File: config.mk
export PLATFORM = sky130hd
export DESIGN_NAME = lzd_normalizer
export DESIGN_NICKNAME = d
export VERILOG_FILES = /design/src/rtl/lzd_pkg.sv /design/src/rtl/lzd_normalizer.sv
export SDC_FILE = /design/constraint.sdc
export NUM_CORES = 1
export LEC_CHECK = 0
export BUFFER_PORTS_ARGS = -buffer_cell sky130_fd_sc_hd__buf_2
export CAP_MARGIN = 25
export CELL_PAD_IN_SITES_DETAIL_PLACEMENT = 1
export CELL_PAD_IN_SITES_GLOBAL_PLACEMENT = 1
export CORE_UTILIZATION = 39
export CTS_CLUSTER_DIAMETER = 100
export DETAILED_ROUTE_END_ITERATION = 12
export PLACE_DENSITY = 0.9
export SETUP_SLACK_MARGIN = 0.1
export SLEW_MARGIN = 10
export SYNTH_ARGS = -nofsm -noshare
export SYNTH_HDL_FRONTEND = slang
export SYNTH_SLANG_ARGS = --single-unit
File: constraint.sdc
create_clock -name clk -period 1.92 [get_ports clk]
set_input_delay 0.192 -clock clk [delete_from_list [all_inputs] [get_ports clk]]
set_output_delay 0.192 -clock clk [all_outputs]
set_load 0.01 [all_outputs]
File: src/rtl/lzd_pkg.sv
// Shared definitions for the leading-zero detector datapath: default
// operand/count widths and the normalizer state encoding.
package lzd_pkg;

  localparam int LZD_WIDTH = 8;
  localparam int LZD_CNT_W = 4;

  localparam logic [1:0] ST_IDLE  = 2'd0;
  localparam logic [1:0] ST_SHIFT = 2'd1;
  localparam logic [1:0] ST_DONE  = 2'd2;

endpackage

File: src/rtl/lzd_normalizer.sv
// Iterative normalizer: left-shifts an operand one bit per cycle by its
// (saturated) leading-zero count and hands the result off via valid/ready.
module lzd_normalizer
  import lzd_pkg::*;
#(
  parameter int WIDTH = LZD_WIDTH,
  parameter int CNT_W = LZD_CNT_W
) (
  input  logic             clk,
  input  logic             rst_n,
  input  logic             in_valid,
  output logic             in_ready,
  input  logic [WIDTH-1:0] in_data,
  input  logic [CNT_W-1:0] in_lz,
  output logic             out_valid,
  input  logic             out_ready,
  output logic [WIDTH-1:0] out_data,
  output logic [CNT_W-1:0] out_shift,
  output logic             out_zero
);

  // Handshake: a transfer happens on a rising edge where valid and ready are
  // both 1. out_valid/out_data are held stable until out_ready; in_ready may
  // depend on out_ready only while a result is being held (DONE).

  logic [1:0]       state;
  logic [WIDTH-1:0] data_q;
  logic [CNT_W-1:0] cnt_q;
  logic [CNT_W-1:0] shift_q;
  logic             zero_q;

  logic             accept;
  logic             in_is_zero;
  logic [CNT_W-1:0] lz_sat;

  assign in_ready   = (state == ST_IDLE) || ((state == ST_DONE) && out_ready);
  assign accept     = in_valid && in_ready;
  assign in_is_zero = (in_data == '0);
  assign lz_sat     = (in_lz > CNT_W'(WIDTH)) ? CNT_W'(WIDTH) : in_lz;

  always_ff @(posedge clk or negedge rst_n) begin
    if (!rst_n) begin
      state   <= ST_IDLE;
      data_q  <= '0;
      cnt_q   <= '0;
      shift_q <= '0;
      zero_q  <= 1'b0;
    end else if (accept) begin
      // Accept is only possible in IDLE or DONE, so loading here also covers
      // the back-to-back case where DONE hands off and reloads in one edge.
      data_q  <= in_data;
      cnt_q   <= lz_sat;
      shift_q <= in_is_zero ? CNT_W'(WIDTH) : lz_sat;
      zero_q  <= in_is_zero;
      state   <= (in_is_zero || (lz_sat == '0)) ? ST_DONE : ST_SHIFT;
    end else begin
      case (state)
        ST_IDLE: state <= ST_IDLE;
        ST_SHIFT: begin
          data_q <= data_q << 1;
          cnt_q  <= cnt_q - CNT_W'(1);
          if (cnt_q == CNT_W'(1)) state <= ST_DONE;
        end
        ST_DONE: if (out_ready) state <= ST_IDLE;
        default: state <= ST_IDLE;
      endcase
    end
  end

  assign out_valid = (state == ST_DONE);
  assign out_data  = data_q;
  assign out_shift = shift_q;
  assign out_zero  = zero_q;

endmodule
**Word level (Yosys, flattened, before mapping)**

Index checks and enable logic that the tools add are counted.

- Flip-flop bits (word level): 19
- Latch bits: 0
- Memory bits (writable): 0
- Bits in read-only memories: 0
- Output and inout port bits: 15
- Memories kept: 0

- $add $sub $neg: 1
- Multipliers: 0
- Divide/modulo/power cells: 0
- Order comparisons: 1
- Equality and inequality tests: 5
- Shift-type cells: 0
- Muxes and demuxes: 11
- Bitwise operators: 0
- Reductions and logical operators: 9

Operators by type and width:

| cell | number |
|---|---|
| 4-bit 2-to-1 mux | 4 |
| 8-bit 2-to-1 mux | 2 |
| 8-bit logical NOT | 1 |
| 2-bit 2-to-1 mux | 4 |
| 4-bit by 1-bit equality test with 1-bit output (second input constant) | 1 |
| 4-bit > comparator (second input constant) | 1 |
| 4-bit logical NOT | 1 |
| 2-bit case mux with 2 select lines | 1 |
| 4-bit by 1-bit subtractor with 4-bit output (second input constant) | 1 |
| 3-bit by 1-bit inequality test with 1-bit output (second input constant) | 1 |
| 3-bit inequality test (second input constant) | 1 |
| 2-bit by 1-bit equality test with 1-bit output (second input constant) | 1 |
| 2-bit equality test (second input constant) | 1 |
| 1-bit logical AND | 2 |
| 2-bit logical NOT | 1 |
| 1-bit logical OR | 2 |
| 2-bit AND reduction | 1 |
| 2-bit nonzero test | 1 |

**Logic depth before layout (Yosys ltp)**

Gate-level depths: netlist (run 1).

- Depth after elaboration: 6
- Depth in mapped cells: 6
- Depth with buffers taken out: 5

**Worst setup path before layout (run 1)**

Ideal clock, no wire load.

- Kind: register to register
- Start point: register state[0]
- End point: register state[1]
- Arrival time: 1.145 ns
- Data required time: 1.787 ns
- Setup slack: 0.641 ns
- Stages on the path, launching flop included: 5
- Path buffers: 0
- Clock period less this slack: 1.279 ns
- Path through: dfrtp_1 > nor2b_2 > nand2_2 > o32ai_2 > o22ai_2

- Longest elaborated chain between the ends: 6

Ends and longest elaborated chain:

| element | line | RTL |
|---|---|---|
| from (decl) | lzd_normalizer.sv:26 | `logic [1:0] state;` |
| from (signal assigned) | lzd_normalizer.sv:55 | `state <= (in_is_zero \|\| (lz_sat == '0)) ? ST_DONE : ST_SHIFT;` |
| 2-bit equality test | lzd_normalizer.sv:36, lzd_normalizer.sv:57 |  |
| 1-bit logical AND | lzd_normalizer.sv:36 | `assign in_ready = (state == ST_IDLE) \|\| ((state == ST_DONE) && out_ready);` |
| 1-bit logical OR | lzd_normalizer.sv:36 |  |
| 1-bit logical AND | lzd_normalizer.sv:37 | `assign accept = in_valid && in_ready;` |
| 3-bit inequality test (no source line) / 3-bit by 1-bit inequality test with 1-bit output (equally long branches) | n/a |  |
| 2-bit AND reduction (no source line) | n/a |  |

Parallel ways exist; a longest one is shown, timed or not.
A chain may end at the register's enable or synchronous reset.

**Worst setup path in the final report (run 1)**

- Start point: register state[0]
- End point: register data_q[4] (netlist: out_data[4])

- Longest elaborated chain between the ends: 5

Ends and longest elaborated chain:

| element | line | RTL |
|---|---|---|
| 2-bit equality test | lzd_normalizer.sv:36 |  |
| 1-bit logical AND | lzd_normalizer.sv:36 |  |
| 1-bit logical OR | lzd_normalizer.sv:36 |  |
| 1-bit logical AND | lzd_normalizer.sv:37 |  |
| 8-bit 2-to-1 mux / 2-bit nonzero test (equally long branches) | n/a |  |
| to (signal assigned) | lzd_normalizer.sv:51 | `data_q <= in_data;` |
| to (signal assigned) | lzd_normalizer.sv:60 | `data_q <= data_q << 1;` |
| to (decl) | lzd_normalizer.sv:27 | `logic [WIDTH-1:0] data_q;` |

Parallel ways exist; a longest one is shown, timed or not.

==> flow_results.org, run 1 <==
** Run status
- The run finished with clean final reports.

** Logic synthesis
- Synthesis-stage register bit count :: 19
- Post-synthesis instance area :: 944.7 µm²
- Cell variety after synth :: 31
- For this run, asynchronously set or reset flops after synthesis account for 100.0%.
- After synthesis, flip-flops and latches occupy 50.33% of the total area.
- Synthesized instance count :: 93
- Most frequently used flop master after synthesis :: dfrtp_1
- Post-Synthesis Mean Instance Area :: 10.16 µm²
- Synth warnings :: 0
- Number of synthesized flops with an enable pin :: 0
- When the netlist entered floorplanning its net count stood at 111.

** Pwr
- Of the total power, combinational logic draws 48.0%.
- IR analysis of the VDD net gives a maximum drop of 0.0007258 V.
- The analysis attributes to cell leakage a power of 0.5692 nW.
- Relative contribution of sequential cells to total power :: 41.3%
- Power per Cell Area :: 1566 nW/µm²
- The clock network is responsible for 10.7% of the overall power.
- Switching power total :: 0.7816 mW
- In this run switching power makes up 43.30% of total power.
- Internal power comes to 1.023 mW.

** Worst setup path
- STA puts the critical path data required time at 2.15 ns.
- Arrival time worst endpoint :: 1.82 ns
- Along the worst path, the maximum fanout reaches 15.
- The number of cells on the worst reg-to-reg path is 4.
- The worst setup path is launched from a register.
- STA classifies the critical path endpoint as a register.
- Critical path start-end classification :: register to register
- Cell type of the slowest stage on the worst timing path :: and2_1
- The critical path goes through nor2b_2 -> and2_1 -> a22oi_1 -> nand2_1.
- Crit path largest cell delay :: 0.50 ns

** Die
- The die covers 2623 µm².
- After floorplanning, the core was divided into 17 placement rows.
- Initial standard-cell utilization of the core :: 41.90%
- The total area inside the core boundary comes to 2255 µm².
- From left edge to right edge, the die measures 51.22 µm.
- Die span in y :: 51.22 µm
- Pin placement for this block handled 31 I/O pins.

** STA
- Measured against its own limit, the worst slew margin works out to 64.95%.
- After layout, the worst setup slack is 0.3314 ns.
- Setup violations remaining at the end of the flow were counted as 0.
- Crit path time final :: 1.589 ns
- Max frequency :: 629.5 MHz
- The count of final hold-check violations was 0.
- The max-slew violation total from the final report was 0.
- Share of the clock period used by the worst path after layout :: 82.74%
- Transition time at the pin with the least slew margin :: 0.5257 ns
- Setup repair after global routing left no endpoint under its margin.
- On the final layout, the worst clock skew is 0.004881 ns.
- Setup total negative slack on the finished layout was measured at 0 ns.

** Routing
- Total DRC errors in the routed layout :: 0
- Dividing the detail-routed wire length by the instance count gives 16.01 µm.
- After the first detailed-routing iteration, the DRC count stood at 15.
- Routed vias :: 831
- Detail Route Antenna Nets :: 0
- The routed design has 2465 µm of wire.
- Via density per instance :: 5.396
- First-pass iteration count of the detailed router :: 4

** Clocking
- Clock buffer count from CTS :: 3
- Worst-path clk slew :: 0.10 ns
- Counting every sink on the clock net gives 19.
- CTS built an H-tree with a depth of 1.
- TritonCTS clock tree :: done
- Worst-skew pair later-pin latency :: 0.29 ns
- Buffer type at the clock tree root :: clkbuf_4
- Buffers added to address setup during post-CTS repair amount to 0.
- Maximum clock insertion buffer count :: 2

** Hold path
- The tightest min-delay check is of the input port to register type.
- Hold depth :: 3

** Place
- OpenSTA, run right after detailed placement, puts the worst setup slack at 0.3903 ns.
- DPL Wire Length :: 1885 µm
- During placement, the flow inserted port buffers numbering 30.
- Cell area reported after detailed placement :: 1116 µm²
- Routability congestion estimate from global placement :: 0.7927
- Inst Count DP :: 149

** Cells and area
- Once layout is done, the placed cells without fillers occupy 1152 µm².
- Utilization of the core after routing :: 51.11%
- The repair_antennas step left the layout with diodes totalling 0.
- Share of layout cells above drive strength 1 :: 34.13%
- Post-layout net count :: 145
- Area of the multi-input gates :: 436.7 µm²
- The area growth from synthesis to layout is 21.99%.
- Layout filler cell count :: 291
- Final std cells w/o fill :: 154
- Summing all flip-flop and latch instances after layout gives 475.5 µm².

** Global routing
- The first global-routing pass estimated 4278 µm of wire.
- Aggregate global-route resource usage :: 22.20%
- Global routing finished with a remaining overflow of 0.
- Entering global routing, the biggest net connects 20 pins.
- Antenna violations before repair :: 0
- Vias in the first global route :: 960

** Job
- # Max-Cap Violations :: 0
-- synthesized netlist by cell type (2+ instances only) --
| cell | n | area [µm²] |
|---|---|---|
| nand2b_1 | 2 | 12.51 |
| a21oi_1 | 3 | 15.01 |
| inv_1 | 3 | 11.26 |
| or4_4 | 2 | 22.52 |
| o21ai_0 | 3 | 15.01 |
| a22o_1 | 3 | 26.28 |
| dfrtp_1 | 19 | 475.5 |
| buf_2 | 2 | 10.01 |
| nand2_1 | 21 | 78.83 |
| a22oi_1 | 6 | 45.04 |
| nor2_1 | 4 | 15.01 |
| ha_1 | 2 | 25.02 |
| nand3b_1 | 3 | 22.52 |
| nor2b_1 | 3 | 18.77 |
-- layout make-up --
type	instances	share of cell area, %
clock buffers	4	2.280
inverters	3	0.9772
multi-input cells	68	37.89
flip-flops and latches	19	41.26
well taps	28	3.040
repair buffers	32	14.55
-- power groups by stage --
stage | clock, mW | sequential (mW) | combinational, mW
global route | 0.215 | 0.766 | 0.972
floorplan | 0 | 0.770 | 0.512
CTS | 0.203 | 0.742 | 0.874
detailed placement | 0 | 0.747 | 0.863
global placement | 0 | 0.725 | 0.811
finish | 0.194 | 0.746 | 0.866
-- logic make-up after synthesis --
family	after synthesis	share of synthesized area [%]
DFF	19	50.33
adders and majority gates	2	2.649
buffers and inverters	6	3.444
and+or+nand+nor	45	25.70
xor gates and xnor gates	1	0.9273
AOI/OAI and AO/OA	20	16.95
-- sequential cells by signal, summed over array words and instances (netlist names) --
name	flops
out_zero	1
state	2
cnt_q	4
out_shift	4
out_data	8
-- layer usage --
metal	track usage (%)	wire [µm]
met4	12.61	56
met1	24.72	980
met5	0	0
met2	40.57	1363
met3	2.381	65
-- worst paths after layout --
path,slack (ns),end,startpoint
worst max-delay path,0.33,out_data[4],state[0]
min in group asynchronous,0.36,out_data[0],rst_n
worst min-delay path,0.12,out_data[0],in_data[0]
worst max register to register,0.33,out_data[4],state[0]
worst min register to register,0.48,out_zero,out_zero
max in group asynchronous,1.26,out_shift[0],rst_n
-- critical path: cells and delay by family (launching register included) --
kind / cells / cell delay (ns)
AND/OR/NAND/NOR: 3 / 0.86
flip-flops: 1 / 0.46
AO/OA/AOI/OAI: 1 / 0.21
-- metrics by stage --
| stage | total power, mW | hold slack [ns] |
|---|---|---|
| 3_3_place_gp | 1.536 | 0.1543 |
| 3_5_place_dp | 1.610 | 0.1521 |
| 6_report | 1.805 | 0.1170 |
| 4_1_cts | 1.818 | 0.1128 |
| 5_1_grt | 1.953 | 0.1307 |
| 2_1_floorplan | 1.282 | -0.1036 |
-- cell usage in the layout, fill, tap and decap left out, types with 2 or more instances in the layout --
cell and instances:
dfrtp_1 19, inv_1 3, clkbuf_4 3, nor2_1 4, a22oi_1 6, nand2_1 21
ha_1 2, a22o_1 3, buf_2 30, o21ai_0 3, or4_4 2, nand2b_1 2
nor2b_1 3, nand3b_1 3, a21oi_1 3
-- what timing repair did --
action / in CTS / in global routing
resized for setup: 0 / 0
hold buffers: 1 / 0
endpoints found under the setup margin: 0 / 0
hold endpoints to repair: 19 / 0
(Power assumes the default switching activity.)
==> inputs of run 2 (changes only) <==
CORE_UTILIZATION = 36   (was 39)
PLACE_DENSITY = 0.85   (was 0.9)
clock period = 1.65 ns   (was 1.92 ns; I/O delays follow)
==> flow_results.org, run 2 (same netlist as run 1, synthesis figures left out) <==
** Routing
- Total DRC errors in the routed layout :: 0 (unchanged)
- Via density per instance :: 5.261 (-2.5%)
- Detailed-route wire length per cell :: 15.36 µm (-4.1%)
- The number of routed nets with antenna violations is 0 (unchanged).
- The number of search-and-repair iterations in the first detailed-routing pass came to 4 (unchanged).
- Total wirelength of the detailed-routed design :: 2411 µm (-2.2%)
- The number of DRC markers in iteration 0 came to 14 (-1).
- The vias after detailed routing is 826 (-0.60%).

** STA
- The post-route clock skew is 0.005393 ns (+0.0005120 ns).
- The max-slew violation total from the final report was 0 (unchanged).
- Unrepaired setup endpoints after global routing :: no
- Share of the clock period used by the worst path after layout :: 86.02% (+3.3 points)
- The count of final hold-check violations is 0 (unchanged).
- Transition time at the pin with the least slew margin :: 0.4311 ns (-0.09455 ns)
- The post-layout minimum cycle time was 1.419 ns (-0.1693 ns).
- The total negative slack for setup checks is 0 ns (unchanged).
- Relative slew slack :: 71.26% (+6.3 points)
- The highest attainable clock frequency is 704.5 MHz (+12%).
- Final critical-path setup slack :: 0.2306 ns (-0.1007 ns)
- The number of setup violations in the final report is 0 (unchanged).

** Cells and area
- The layout cell share with drive strength beyond 1 came to 35.43% (+1.3 points).
- The count of nets after finishing is 146 (+0.69%).
- Number of flip-flops under the largest register name :: 8 (unchanged)
- Most frequent cells in the layout :: 30 x buf_2, 21 x nand2_1, 19 x dfrtp_1
- Compared with the post-synthesis result, the final layout area differs by 23.31%.
- The library cell used most frequently in the layout, excluding fill and tap cells, is buf_2.
- Antenna cell count :: 0 (unchanged)

** Pwr
- The proportion of total power due to net switching came to 42.75% (-0.55 points).
- The combinational cell fraction of total power came to 48.0% (about the same).
- The power per cell area is 1800 nW/µm² (+15%).
- Switching power total :: 0.8965 mW (+15%)
- The sequential share of power is 40.6% (-0.7 points).
- The static power due to leakage came to 0.5752 nW (+1.1%).
- The internal portion of total power was 1.200 mW (+17%).
- The clock power share was 11.5% (+0.8 points).
- The maximum VDD drop was 0.0009960 V (+37%).
- The post-layout total power came to 2.097 mW (+16%).

** Global routing
- Aggregate global-route resource usage :: 19.29% (-2.9 points)
- The sum of overflow across all layers after global routing came to 0 (unchanged).
- Pin count of the biggest net entering global routing :: 20 (unchanged)
- Antenna violations before repair :: 0 (unchanged)
- Vias in the first global route :: 853 (-11%)
- First-pass GRT wire length :: 3898 µm (-8.9%)

** Clocking
- The register clock-pin slew on the reported worst setup and hold paths was 0.11 ns (about the same).
- The number of sinks on the clock net was 19 (unchanged).
- Worst-skew pair later-pin latency :: 0.30 ns (about the same)
- Clock buffer count from CTS :: 3 (unchanged)
- TritonCTS clock tree :: done
- The buffer levels on the longest clock path came to 2 (unchanged).
- The depth of the CTS H-tree was 1 (unchanged).
- In this run the clock root is driven by a clkbuf_4.

** Die
- Site row count :: 18 (+1)
- The die footprint is 2833 µm² (+8.0%).
- Die extent in x :: 53.23 µm (+3.9%)
- The height of the die is 53.23 µm (+3.9%).
- The core area is 2477 µm² (+9.9%).
- Initial standard-cell utilization of the core :: 38.13% (-3.8 points)
- The number of primary I/O pins is 31 (unchanged).

** Place
- The number of I/O port buffers was 30 (unchanged).
- The HPWL reported at the end of detailed placement is 1850 µm (-1.9%).
- The setup slack after placement came to 0.1896 ns (-0.2007 ns).
- The global placer's final weighted congestion was 0.6973 (-12%).

** Worst setup path
- Data required time at the worst endpoint :: 1.82 ns (-0.33 ns)
- Arrival time worst endpoint :: 1.59 ns (-0.23 ns)
- The worst setup path is captured at a register.
- The maximum fanout count along the critical path was 9 (-6).
- The critical path is of the register to register type.
- STA classifies the critical path startpoint as a register.

** Run status
- The flow ran to the end, and the final reports show no timing, DRC or antenna violations.

** Job
- # Max-Cap Violations :: 0 (unchanged)

** Hold path
- In this run the worst hold path is classified as input port to register.
==> run 2: changes by cell type in the layout (fill, tap and decap cells not counted) <==
cell / delta
buf_4: +1
nor2b_1: -1
nor2b_2: +1
==> run 2: critical path, cell delays in order, from the launching register on <==
cell,delay (ns)
dfrtp_1,0.45
nor2b_2,0.23
nand2_2,0.18
o32ai_2,0.34
o22ai_2,0.10
==> run 2: timing repair <==
| action | 4_1_cts | 5_1_grt |
|---|---|---|
| setup buffers | 0 | 0 |
| hold endpoints to repair | 19 | 0 |
| gates resized for setup | 0 | 1 |
| setup endpoints to repair | 0 | 2 |
| hold buffers | 1 | 0 |
==> run 2: final timing paths <==
check                                to  cells past startpoint  startpoint  slack, ns
hold reg to reg                out_zero                      2    out_zero       0.50
setup reg to reg               state[1]                      4    state[0]       0.23
max in group asynchronous  out_shift[1]                      2       rst_n       1.03
hold / removal              out_data[0]                      3  in_data[0]       0.09
min in group asynchronous      cnt_q[3]                      2       rst_n       0.32
setup / recovery               state[1]                      4    state[0]       0.23
==> run 2: layer usage <==
metal | GRT usage, % | up-vias | share of wire [%]
met2 | 32.50 | 13 | 53
met1 | 24.73 | 417 | 44
met5 | 0 | - | 0
met3 | 1.149 | 4 | 1.6
met4 | 9.211 | 0 | 1.6
li1 | - | 392 | -
==> run 2: layout make-up <==
type | instances | area (µm²)
clock buffers | 4 | 26.28
fillers | 298 | 1313
inverters | 3 | 11.26
multi-input cells | 68 | 439.2
flip-flops and latches | 19 | 475.5
well taps | 30 | 37.54
repair buffers | 33 | 175.2
==> run 2: power by group through the flow <==
stage	sequential (mW)	combinational (mW)	clock, mW
global placement	0.845	0.959	0
global route	0.883	1.14	0.266
floorplan	0.896	0.595	0
finish	0.850	1.01	0.241
CTS	0.852	1.02	0.247
detailed placement	0.857	1.01	0
==> run 2: metrics by stage <==
stage                     std cells  cell area, µm²  hold slack, ns  utilization [%]
after global routing            157            1165          0.1001            47.02
after global placement          152            1126          0.1275            45.45
final                           157            1165         0.09072            47.02
after floorplan                  93           944.7         -0.1306                -
after CTS                       157            1162         0.08197            46.92
after detailed placement        152            1126          0.1360            45.45
==> inputs of run 3 (changes only) <==
ABC_AREA = 1   (was not set)
CORE_UTILIZATION = 35   (was 36)
PLACE_DENSITY = 0.87   (was 0.85)
REMOVE_ABC_BUFFERS = 1   (was not set)
==> flow_results.org, run 3 <==
** Run status
- The run finished with clean final reports.

** Worst setup path
- Arrival time worst endpoint :: 1.59 ns (about the same)
- Critical path endpoint category :: register
- Data required time at the worst endpoint :: 1.89 ns (+0.07 ns)
- STA classifies the critical path startpoint as a register.
- The maximum fanout count along the critical path was 13 (+4).
- Worst reg-to-reg path cell count :: 5 (+1)
- The worst setup path is of the register to register kind.

** Logic synthesis
- Cell variety after synth :: 15 (-52%)
- The async set or reset register ratio after synthesis was 100.0% (unchanged).
- The sequential area share after synthesis is 47.74% (-2.6 points).
- Cells taking the most area after synthesis :: dfrtp_1 48%, nand2_1 21%, nand3_1 8.0%
- The area share of the largest cell type after synthesis was 47.74% (-2.6 points).
- The post-synthesis register bit count was 19 (unchanged).
- The count of warnings emitted by yosys came to 0 (unchanged).
- The number of instances in the synthesized netlist was 135 (+45%).
- Cell type with the largest total area after synthesis :: dfrtp_1
- In the post-synthesis netlist, the cell with the most instances is nand2_1.
- Post-synthesis instance area :: 996.0 µm² (+5.4%)
- Counting instances in the post-synthesis netlist gives the leading cell types as 56 x nand2_1, 19 x dfrtp_1, 16 x nand3_1.
- Post-Synthesis Mean Instance Area :: 7.377 µm² (-27%)
- Most frequently used flop master after synthesis :: dfrtp_1
- The count of flip-flops with a built-in enable after synthesis is 0 (unchanged).

** Global routing
- The via count of the first global-routing pass is 987 (+16%).
- The total global routing track utilization is 18.40% (-0.89 points).
- Antenna violations before repair :: 0 (unchanged)
- Sum of overflow across all layers after global routing :: 0 (unchanged)
- First-pass GRT wire length :: 4457 µm (+14%)
- Pin count of the biggest net entering global routing :: 20 (unchanged)

** Cells and area
- Antenna cell count :: 0 (unchanged)
- Most frequent cells in the layout :: 56 x nand2_1, 30 x buf_2, 19 x dfrtp_1
- Leaving out fill and tap cells, the most frequent cell in the layout is nand2_1.
- The count of nets after finishing was 186 (+27%).
- Layout overhead on the synthesized area :: 19.47%
- The post-layout instance area is 1190 µm² (+2.1%).
- The number of flip-flops in the largest register came to 8 (unchanged).
- The layout cell share with drive strength beyond 1 is 25.15% (-10 points).
- The number of non-filler instances in the completed layout came to 197 (+25%).
- Utilization of the core after routing :: 45.94% (-1.1 points)

** Routing
- The vias after detailed routing is 947 (+15%).
- Total DRC errors in the routed layout :: 0 (unchanged)
- The post-detailed-routing wire length is 2602 µm (+7.9%).
- The number of search-and-repair iterations in the first detailed-routing pass is 4 (unchanged).
- 1st-iter DRT viols :: 26 (+12)
- Detailed-route wire length per cell :: 13.21 µm (-14%)
- The number of routed nets with antenna violations was 0 (unchanged).
- The routed via count divided by cell count was 4.807 (-8.6%).

** STA
- The highest attainable clock frequency is 742.0 MHz (+5.3%).
- Crit path time final :: 1.348 ns (-0.07159 ns)
- Worst hold margin :: 0.08505 ns (-0.005661 ns)
- Number of setup violations in the final report :: 0 (unchanged)
- Setup repair after global routing left no endpoint under its margin.
- The post-route clock skew was 0.006474 ns (+0.001081 ns).
- Relative slew slack :: 69.97% (-1.3 points)
- The max-slew violation total from the final report is 0 (unchanged).
- The worst path setup slack after routing came to 0.3022 ns (+0.07159 ns).
- Number of hold violations in the final report :: 0 (unchanged)
- Share of the clock period used by the worst path after layout :: 81.68% (-4.3 points)
- The total negative slack for setup checks is 0 ns (unchanged).
- The pin slew with the least headroom to its limit is 0.4505 ns (+0.01935 ns).

** Clocking
- The depth of the CTS H-tree was 1 (unchanged).
- Worst-path clk slew :: 0.13 ns (+0.02 ns)
- The clock latency of the later-clocked register in the worst-skew pair was 0.31 ns (about the same).
- The number of buffers added by the clock tree synthesis step is 3 (unchanged).
- TritonCTS clock tree :: done
- PostCTS Resize Cnt :: 0 (unchanged)
- The number of sinks on the clock net is 19 (unchanged).
- The buffer levels on the longest clock path is 2 (unchanged).
- Number of buffers inserted by post-CTS setup repair :: 0 (unchanged)
- Buffer type at the clock tree root :: clkbuf_4

** Die
- The starting density of the core came to 38.45% (+0.32 points).
- The core area was 2590 µm² (+4.5%).
- Die extent in x :: 55.35 µm (+4.0%)
- The height of the die is 55.35 µm (+4.0%).
- The number of primary I/O pins is 31 (unchanged).
- Total Die Area :: 3063 µm² (+8.1%)
- The placement row count is 18 (unchanged).

** Place
- The global placer's final weighted congestion is 0.7794 (+12%).
- Inst Count DP :: 192 (+26%)
- The post-detailed-placement cell area is 1152 µm² (+2.3%).
- The number of I/O port buffers was 30 (unchanged).
- Setup WS pre-CTS :: 0.2881 ns (+0.09849 ns)
- DPL Wire Length :: 2056 µm (+11%)

** Pwr
- The power per cell area is 1801 nW/µm² (about the same).
- Total chip power :: 2.143 mW (+2.2%)
- The static power due to leakage came to 0.7126 nW (+24%).
- The maximum VDD drop came to 0.0008340 V (-16%).

** Hold path
- Worst Hold Class :: input port to register
- Hold depth :: 3 (unchanged)

** Job
- # Max-Cap Violations :: 0 (unchanged)
[run 3: cell types whose count changed after synthesis, moves of 3 or more]
cell,before,now
a21oi_1,3,0
a22o_1,3,0
a22oi_1,6,0
inv_1,3,15
inv_2,0,4
nand2_1,21,56
nand3_1,1,16
nor2_1,4,10
nor2b_1,3,0
[run 3: kinds of logic after synthesis]
family                     Yosys count  synth area share [%]
AOI/OAI and AO/OA                    3                 1.507
adders and majority gates            2                 2.512
buffers and inverters               23                 11.05
DFF                                 19                 47.74
and+or+nand+nor                     88                 37.19
[run 3: repair_timing]
action	in CTS	in global routing
endpoints found under the setup margin	0	0
hold buffers	1	0
endpoints found under the hold margin	19	0
[run 3: worst max-delay path, cell delays in order (launching register included)]
cell     delay (ns)
dfrtp_1        0.42
nand2_1        0.11
nand3_2        0.21
inv_2          0.26
nand2_1        0.11
o21ai_0        0.17
[run 3: report_power, final]
part / switching [mW] / internal (mW) / total, mW
clock: 0.164 / 0.0904 / 0.254
sequential: 0.144 / 0.682 / 0.826
combinational: 0.675 / 0.388 / 1.06
[run 3: layout make-up]
type | count | area (µm²)
timing repair buffer | 32 | 167.7
inverter | 19 | 71.32
clock buffer | 3 | 22.52
fill | 354 | 1400
multi-input combinational | 93 | 410.4
tap | 30 | 37.54
sequential | 19 | 475.5
clock inverter | 1 | 5.005
[run 3: path summary, 6_finish.rpt]
kind | start | to | slack, ns
max | state[1] | out_shift[2] | 0.30
min | in_data[5] | out_data[5] | 0.09
max reg2reg | state[1] | out_shift[2] | 0.30
min reg2reg | out_data[7] | out_data[7] | 0.50
max in group asynchronous | rst_n | state[0] | 1.02
min in group asynchronous | rst_n | out_shift[2] | 0.32
[run 3: per-layer routing]
layer  vias up  track usage (%)  wire length [µm]
li1        473                -                 -
met1       451            24.11              1216
met2        19            31.84              1297
met3         4            1.405                47
met4         0            6.429                41
met5         -                0                 0
